## src/rtl/ebi_bridge.sv

```systemverilog
// ebi_bridge: EBI slave bridge turning synchronised MCU writes into a buffered
// {addr,data} stream and serving MCU reads through a req/ack port with timeout.
module ebi_bridge #(
  parameter int ADDR_W = 16,
  parameter int DATA_W = 16,
  parameter int DEPTH = 8,
  parameter int SYNC_STAGES = 2,
  parameter int AUTO_INC = 0,
  parameter int RD_TIMEOUT = 64,
  parameter logic [DATA_W-1:0] RD_DEFAULT = 16'hDEAD
) (
  input  logic              clk_100m,
  input  logic              btn_rst,
  input  logic [DATA_W-1:0] ebi_ad_i,
  output logic [DATA_W-1:0] ebi_ad_o,
  output logic              ebi_ad_oe,
  input  logic              ebi_ale,
  input  logic              ebi_cs,
  input  logic              ebi_re,
  input  logic              ebi_we,
  output logic              wr_valid,
  input  logic              wr_ready,
  output logic [ADDR_W-1:0] wr_addr,
  output logic [DATA_W-1:0] wr_data,
  output logic              rd_req,
  output logic [ADDR_W-1:0] rd_addr,
  input  logic              rd_ack,
  input  logic [DATA_W-1:0] rd_data,
  output logic              overflow,
  output logic [7:0]        drop_cnt
);
  localparam int AW = $clog2(DEPTH);
  localparam int TW = $clog2(RD_TIMEOUT + 1);
  typedef enum logic [1:0] {IDLE, DRAIN, REQ, HOLD} state_t;
  state_t state_q;
  logic [3:0] st_q [SYNC_STAGES];
  logic [DATA_W-1:0] ad_q [SYNC_STAGES];
  logic [3:0] prev_q, s;
  logic [DATA_W-1:0] ad_s;
  logic [ADDR_W+DATA_W-1:0] mem_q [DEPTH];
  logic [AW-1:0] wptr_q, rptr_q;
  logic [AW:0] cnt_q;
  logic [ADDR_W-1:0] addr_q, wr_addr_q, rd_addr_q;
  logic [DATA_W-1:0] wr_data_q, ad_o_q;
  logic [TW-1:0] tmr_q;
  logic [7:0] drop_q;
  logic wr_valid_q, rd_req_q, oe_q, ovf_q;
  logic ale_fall, cs_rise, re_fall, push, pop, full, accept, load, fifo_empty, rd_done;
  // strobe vector order is {ale, cs, re, we}; all strobes are active-low
  assign s = st_q[SYNC_STAGES-1];
  assign ad_s = ad_q[SYNC_STAGES-1];
  assign ale_fall = prev_q[3] & ~s[3] & ~s[2];
  assign cs_rise = ~prev_q[2] & s[2];
  assign re_fall = prev_q[1] & ~s[1] & ~s[2];
  assign push = ~prev_q[0] & s[0] & ~s[2];
  assign pop = wr_valid_q & wr_ready;
  assign full = (cnt_q + {{AW{1'b0}}, wr_valid_q}) == (AW+1)'(DEPTH);
  assign accept = push & (~full | pop);
  // the head register only ever reloads from storage, so a push never falls through
  assign load = (cnt_q != '0) & (~wr_valid_q | pop);
  assign fifo_empty = (cnt_q == '0) & ~wr_valid_q & ~push;
  assign rd_done = (state_q == HOLD) & s[1] & ~cs_rise;
  assign wr_valid = wr_valid_q;
  assign wr_addr = wr_addr_q;
  assign wr_data = wr_data_q;
  assign rd_req = rd_req_q;
  assign rd_addr = rd_addr_q;
  assign ebi_ad_oe = oe_q;
  assign ebi_ad_o = ad_o_q;
  assign overflow = ovf_q;
  assign drop_cnt = drop_q;
  always_ff @(posedge clk_100m) begin
    if (!btn_rst) begin
      for (int i = 0; i < SYNC_STAGES; i++) begin
        st_q[i] <= '1;
        ad_q[i] <= '0;
      end
      prev_q <= '1;
      wptr_q <= '0;
      rptr_q <= '0;
      cnt_q <= '0;
      wr_valid_q <= 1'b0;
      wr_addr_q <= '0;
      wr_data_q <= '0;
      addr_q <= '0;
      ovf_q <= 1'b0;
      drop_q <= '0;
      state_q <= IDLE;
      rd_req_q <= 1'b0;
      rd_addr_q <= '0;
      oe_q <= 1'b0;
      ad_o_q <= '0;
      tmr_q <= '0;
    end else begin
      st_q[0] <= {ebi_ale, ebi_cs, ebi_re, ebi_we};
      ad_q[0] <= ebi_ad_i;
      for (int i = 1; i < SYNC_STAGES; i++) begin
        st_q[i] <= st_q[i-1];
        ad_q[i] <= ad_q[i-1];
      end
      prev_q <= s;
      if (accept) begin
        mem_q[wptr_q] <= {addr_q, ad_s};
        wptr_q <= wptr_q + 1'b1;
      end
      if (load) begin
        {wr_addr_q, wr_data_q} <= mem_q[rptr_q];
        rptr_q <= rptr_q + 1'b1;
      end
      wr_valid_q <= load | (wr_valid_q & ~wr_ready);
      cnt_q <= cnt_q + {{AW{1'b0}}, accept} - {{AW{1'b0}}, load};
      if (push & full & ~pop) begin
        ovf_q <= 1'b1;
        drop_q <= (drop_q == 8'hFF) ? drop_q : drop_q + 8'd1;
      end
      if (ale_fall) addr_q <= ad_s[ADDR_W-1:0];
      else if (AUTO_INC != 0 && (push || rd_done)) addr_q <= addr_q + 1'b1;
      if (cs_rise) begin
        state_q <= IDLE;
        rd_req_q <= 1'b0;
        oe_q <= 1'b0;
        ad_o_q <= '0;
      end else begin
        case (state_q)
          IDLE: if (re_fall) state_q <= DRAIN;
          DRAIN: if (fifo_empty) begin
            state_q <= REQ;
            rd_req_q <= 1'b1;
            rd_addr_q <= addr_q;
            tmr_q <= '0;
          end
          REQ: if (rd_ack || tmr_q == TW'(RD_TIMEOUT - 1)) begin
            state_q <= HOLD;
            rd_req_q <= 1'b0;
            oe_q <= ~s[1];
            ad_o_q <= rd_ack ? rd_data : RD_DEFAULT;
          end else tmr_q <= tmr_q + 1'b1;
          default: if (s[1]) begin
            state_q <= IDLE;
            oe_q <= 1'b0;
            ad_o_q <= '0;
          end
        endcase
      end
    end
  end
endmodule
```

## config.mk

```make
export PLATFORM = sky130hd
export DESIGN_NAME = ebi_bridge
export DESIGN_NICKNAME = d
export VERILOG_FILES = /design/src/rtl/ebi_bridge.sv
export SDC_FILE = /design/constraint.sdc
export NUM_CORES = 1
export LEC_CHECK = 0
export ABC_AREA = 1
export ABC_CLOCK_PERIOD_IN_PS = 3600
export CORE_MARGIN = 4
export CORE_UTILIZATION = 58
export DETAILED_ROUTE_END_ITERATION = 12
export PLACE_DENSITY_LB_ADDON = 0.3
export SYNTH_ARGS = -nofsm -noshare
export SYNTH_HDL_FRONTEND = slang
export SYNTH_SLANG_ARGS = --single-unit
```

## constraint.sdc

```tcl
create_clock -name clk_100m -period 3.6 [get_ports clk_100m]
set_input_delay 0.36 -clock clk_100m [delete_from_list [all_inputs] [get_ports clk_100m]]
set_output_delay 0.36 -clock clk_100m [all_outputs]
set_load 0.01 [all_outputs]
```

==> results.ini, run 1 <==
[sta]
setup_viol=0
rsz0062_at_grt=false
fin_crit_ns=2.64
final-hold-violation-count=0
maxSlewHeadroom_pct=10.9
post-route-period-util_pct=73.2
fmax_mhz=379
worst-slew-pin-transition_ns=1.33
slew_viol_final=0
finalSetupTns_ns=0
finClkSkew_ns=0.0112

[logic_synthesis]
synthCells=1456
netlist_top_cells_area=edfxtp_1, dfxtp_1, nor2_1
synth.ff_latch_count=411
synthesis.area_sq_mm=0.0159
async_flop_share_pct=0
syn_nets=1513
netlist.area_leader.share_pct=48.3
synth-main-ff-cell=edfxtp_1
synth_area_per_cell_sq_um=10.9
synth_warnings=0
synth_edf_count=256
synth_top_area_cell=edfxtp_1
ys_seq_area_share_pct=67.8
ys_types=39

[job]
max-cap-violations=0

[setup_path]
crit_arrival_ns=2.86
required_ns=3.82
end_kind=register
cp-start-kind=register
r2r_cells=11
path_max_fanout=12
criticalPathCategory=register to register

[global_route]
grt_start_max_net_pins=99
grt_usage_pct=22.9
grt_pass1_wl_um=56100
grt_pass1_vias=10600
grt-ovfl-total=0
antenna_found_initial=0

[clock_tree]
cts_made_buffers=41
cts.clk_slew.worst_paths_ns=0.06
cts_hold_buf=0
clock-sinks=411
clk-insertion-delay-late_ns=0.53
ctsResizeCount=0
cts_tree=built
root_buffer=clkbuf_16
cts.path.max_buffers=3
htreeDepth=2
post_cts_buffers=0

[finish]
fillers=1872
drive_above_1_share_pct=7.39
diodes=0
nets=1607
syn2layout_area_growth_pct=16.5
stdcell_area_sq_mm=0.0185
ff_latch_area_sq_mm=0.0108
multiInputGateArea_sq_mm=0.00437

[die]
initial_core_util_pct=59.0
boundaryPins=116
fp.dieH_um=174
core_sq_mm=0.0270
die_width_um=174
rows=60
die_area_sq_mm=0.0301

[power]
power_per_cell_area_mw_per_mm2=709
ir_worst_vdd_v=0.000479
p_leak_nw=6.82

[routing]
first_iter_violations=1111
avgRoutedWirePerCell_um=18.3
wl_um=35300
via_per_inst=5.68
num_vias=10900
ant_nets=0
dr.pass1.iters=5
drc=0

[place]
gp_congestion=0.832
place_hpwl_um=20700
io_buffers=115
place_area_sq_mm=0.0172

[outcome]
outcome=complete, no violations

[hold_path]
hold_class=input pin to register
hold_depth=3

-- cell families after synthesis --
family | synth area share [%]
AND/OR/NAND/NOR | 12.8
flip-flops | 67.8
AO/OA/AOI/OAI | 12.5
buffers and inverters | 4.88
adder cells (fa/ha/maj) | 1.38
XOR/XNOR | 0.605
-- flip-flops by register name, indices dropped and copies added, names as in the netlist, 16 cells and up --
signal / cells
mem_q: 256
wr_data: 16
wr_addr: 16
addr_q: 16
rd_addr: 16
ebi_ad_o: 16
ad_q: 32
-- cell type report --
| class | instances | share of cell area (%) |
|---|---|---|
| clock buffer | 66 | 6.54 |
| clock inverter | 10 | 0.432 |
| inverter | 83 | 1.69 |
| multi-input combinational | 874 | 23.6 |
| sequential | 411 | 58.3 |
| tap | 341 | 2.30 |
| timing repair buffer | 139 | 7.22 |
-- worst paths after layout --
path | from | end | slack (ns)
max | wr_valid$_SDFF_PN0_ | mem_q[3][5]$_DFFE_PP_ | 0.96
min reg2reg | st_q[0][2]$_SDFF_PN1_ | st_q[0][6]$_SDFF_PN1_ | 0.41
max reg2reg | wr_valid$_SDFF_PN0_ | mem_q[3][5]$_DFFE_PP_ | 0.96
min | btn_rst | rptr_q[2]$_SDFFE_PN0P_ | 0.36
-- synthesized netlist by cell type (2+ instances only) --
cell and n:
nor2_1 258, edfxtp_1 256, nand2_1 166, dfxtp_1 155, o21ai_0 153, a21oi_1 87, inv_1 77, o211ai_1 64
clkbuf_1 41, o21ai_1 34, nand4_1 30, buf_2 17, ha_1 16, nand3_1 15, buf_4 12, o2111ai_1 11
or2_2 9, xor2_1 9, buf_6 8, buf_1 5, clkbuf_2 5, inv_2 4, nand2_4 3, nor2_2 3
nand2_2 2, o21a_1 2, xnor2_1 2
-- critical path, stage by stage (launching register included) --
cell     delay (ns)
dfxtp_1        0.34
ha_1           0.23
ha_1           0.27
inv_1          0.04
nand3_1        0.10
nor2_1         0.07
nand2_1        0.05
nand2_1        0.12
inv_1          0.16
nand2_1        0.17
nor2_2         0.45
buf_4          0.32
-- layout by cell type (no fill, tap or decap), types with 3 or more instances in the layout --
master,count
edfxtp_1,256
nor2_1,250
nand2_1,166
o21ai_0,153
dfxtp_1,153
clkdlybuf4s50_1,114
a21oi_1,87
inv_1,76
o211ai_1,64
clkbuf_16,43
o21ai_1,34
nand4_1,30
buf_4,23
clkbuf_1,18
ha_1,16
nand3_1,15
nor2_2,11
o2111ai_1,11
xor2_1,9
or2_2,9
inv_2,5
clkinv_1,5
clkbuf_8,5
nand2_4,3
-- per-layer routing --
layer / track usage, % / routed length, um / vias up
met1: 30.6 / 14300 / 5184
li1: - / - / 5246
met2: 39.0 / 17100 / 438
met5: 0 / 0 / -
met4: 6.70 / 920 / 0
met3: 3.97 / 2940 / 66
-- report_power, final --
| part | switching (mW) | internal (mW) |
|---|---|---|
| Clock | 1.69 | 2.38 |
| Sequential | 0.327 | 5.27 |
| Combinational | 2.18 | 1.30 |
| Total | 4.19 | 8.95 |
-- metrics by stage --
stage / power [mW] / util [%] / std cells / hold WS [ns] / setup WS [ns]
after global routing: 13.9 / 68.8 / 1924 / 0.354 / 0.762
after detailed placement: 9.13 / 64.0 / 1848 / 0.398 / 0.940
final: 13.1 / 68.8 / 1924 / 0.358 / 0.963
after global placement: 9.03 / 64.0 / 1848 / 0.395 / 0.958
after CTS: 13.2 / 68.8 / 1924 / 0.338 / 0.940
after floorplan: 8.11 / - / 1456 / 0.390 / 0.461
Power figures use the tool's default switching activity.
==> run 2: changes to the inputs <==
--- a/config.mk
+++ b/config.mk
@@ -6,7 +6,7 @@
 export NUM_CORES = 1
 export LEC_CHECK = 0
 export ABC_AREA = 1
-export ABC_CLOCK_PERIOD_IN_PS = 3600
+export ABC_CLOCK_PERIOD_IN_PS = 2700
 export CORE_MARGIN = 4
 export CORE_UTILIZATION = 58
 export DETAILED_ROUTE_END_ITERATION = 12
==> constraint.sdc (replaced) <==
create_clock -name clk_100m -period 2.7 [get_ports clk_100m]
set_input_delay 0.27 -clock clk_100m [delete_from_list [all_inputs] [get_ports clk_100m]]
set_output_delay 0.27 -clock clk_100m [all_outputs]
set_load 0.01 [all_outputs]
==> run 2 against run 1 <==
Fmax increased by 5.0%. Critical path type unchanged. Global-route usage increased by 0.099 points. Final area increased by 0.51%. Largest power group unchanged. Non-clock buffer count increased by 5. Combinational power increased by 37%.
==> results.ini, run 2 (synthesis gave the netlist of run 1 again) <==
[clock_tree]
htreeDepth=2
root_buffer=clkbuf_16
cts.path.max_buffers=3
cts_made_buffers=40
cts_hold_buf=0
clk-insertion-delay-late_ns=0.53
cts.clk_slew.worst_paths_ns=0.06
clock-sinks=411
cts_tree=built

[setup_path]
criticalPathCategory=register to register
end_kind=register
path_max_fanout=5
crit_arrival_ns=2.92
required_ns=3.11
cp-start-kind=register
slowest_stage=fa_1
crit_top_cell=ha_1
reg2reg_slack_ns=0.19
max_stage_delay_ns=0.37
crit_chain=ha_1 -> ha_1 -> inv_1 -> nand3_1 -> nor2_1 -> nand2_1 -> nand2_2 -> ha_1 -> inv_1 -> ha_1 -> inv_1 -> fa_1 -> xor2_1 -> nor2_1

[routing]
met3_length_um=2410
first_iter_violations=1064
wl_met1_um=14400
drc=0
ant_nets=0
dr.pass1.iters=5
top_layer_used=met4
wl_um=34800
dr_wl_met2_um=16900
avgRoutedWirePerCell_um=18.1
via_per_inst=5.67
num_vias=10900

[global_route]
grt_pass1_wl_um=56100
grt_pass1_vias=10800
antenna_found_initial=0
grt_usage_pct=23.0
grt_start_max_net_pins=130
grt-ovfl-total=0

[power]
power.total_mw=17.5
power_per_cell_area_mw_per_mm2=937
p_leak_nw=6.86
ir_worst_vdd_v=0.000499

[finish]
multiInputGateArea_sq_mm=0.00437
fillers=1886
largest_reg_flops=256
mostFrequentLayoutCell=edfxtp_1
ff_latch_area_sq_mm=0.0108
nets=1611
stdcell_area_sq_mm=0.0186
diodes=0
drive_above_1_share_pct=7.95
top_register=mem_q
syn2layout_area_growth_pct=17.1
final_cell_mix=edfxtp_1, nor2_1, nand2_1, o21ai_0, dfxtp_1
utilization_pct=69.1
top_regs=mem_q (256), ad_q (32)

[die]
fp.dieH_um=174
core_sq_mm=0.0270
die_area_sq_mm=0.0301
boundaryPins=116
initial_core_util_pct=59.0
die_width_um=174
rows=60

[outcome]
outcome=complete, no violations

[sta]
final-hold-violation-count=0
finClkSkew_ns=0.0253
post-route-period-util_pct=93.0
setup_viol=0
fmax_mhz=398
slew_viol_final=0
worst-slew-pin-transition_ns=0.666
fin_crit_ns=2.51
maxSlewHeadroom_pct=55.6
holdWs_ns=0.142

[place]
io_buffers=115
place_area_sq_mm=0.0174
place_hpwl_um=20300
gp_congestion=0.853

[job]
max-cap-violations=0

[hold_path]
hold_class=input pin to register

## run 2: cell types whose count changed in the layout (fill, tap and decap cells not counted), moves of 2 or more
cell       delta
clkbuf_16     -2
buf_4         -3
clkinv_2      +5
buf_12        +8
clkbuf_1      -7
clkbuf_8      -2
clkbuf_2      +2
## run 2: final timing paths
kind	startpoint	end	cells after the start
worst max-delay path	wr_valid$_SDFF_PN0_	cnt_q[2]$_SDFF_PN0_	14
worst min-delay path	btn_rst	tmr_q[0]$_SDFFE_PN0P_	3
worst max register to register	wr_valid$_SDFF_PN0_	cnt_q[2]$_SDFF_PN0_	14
worst min register to register	ad_q[0][14]$_SDFF_PN0_	ad_q[0][30]$_SDFF_PN0_	2
## run 2: worst max-delay path: cells and delay by family, from the launching register on
| kind | cells | cell delay [ns] |
|---|---|---|
| adder cells (fa/ha/maj) | 5 | 1.26 |
| AND/OR/NAND/NOR | 5 | 0.48 |
| flip-flops | 1 | 0.34 |
| buffers and inverters | 3 | 0.17 |
| XOR/XNOR | 1 | 0.16 |
## run 2: final cells by class
class	count	area share, %
multi-input cells	874	23.4
clock inverters	15	0.678
clock buffers	57	6.00
repair buffers	144	7.93
well taps	341	2.29
inverters	83	1.69
flip-flops and latches	411	58.0
## run 2: where the power goes
group / internal [mW] / leakage (nW) / total [mW] / switching (mW)
registers: 7.02 / 3.75 / 7.38 / 0.356
clock network: 3.08 / 0.614 / 5.31 / 2.23
logic: 1.79 / 2.50 / 4.77 / 2.98
total: 11.9 / 6.86 / 17.5 / 5.56
## run 2: repair_timing
item | CTS | global route
gates resized for setup | 0 | 1
setup endpoints to repair | 0 | 1
buffers inserted | 0 | 1
## run 2: metrics by stage
step           TNS (ns)  std cells  setup WS (ns)
2_1_floorplan    -98.16       1456         -0.439
3_3_place_gp          0       1852          0.222
3_5_place_dp          0       1852          0.167
4_1_cts               0       1924          0.147
5_1_grt         -0.0148       1925        -0.0148
6_report              0       1925          0.189
## run 2: routing by layer
| layer | vias up | global-route usage, % |
|---|---|---|
| li1 | 5244 | - |
| met1 | 5194 | 31.0 |
| met2 | 393 | 38.7 |
| met3 | 84 | 3.42 |
| met4 | 0 | 8.02 |
| met5 | - | 0 |
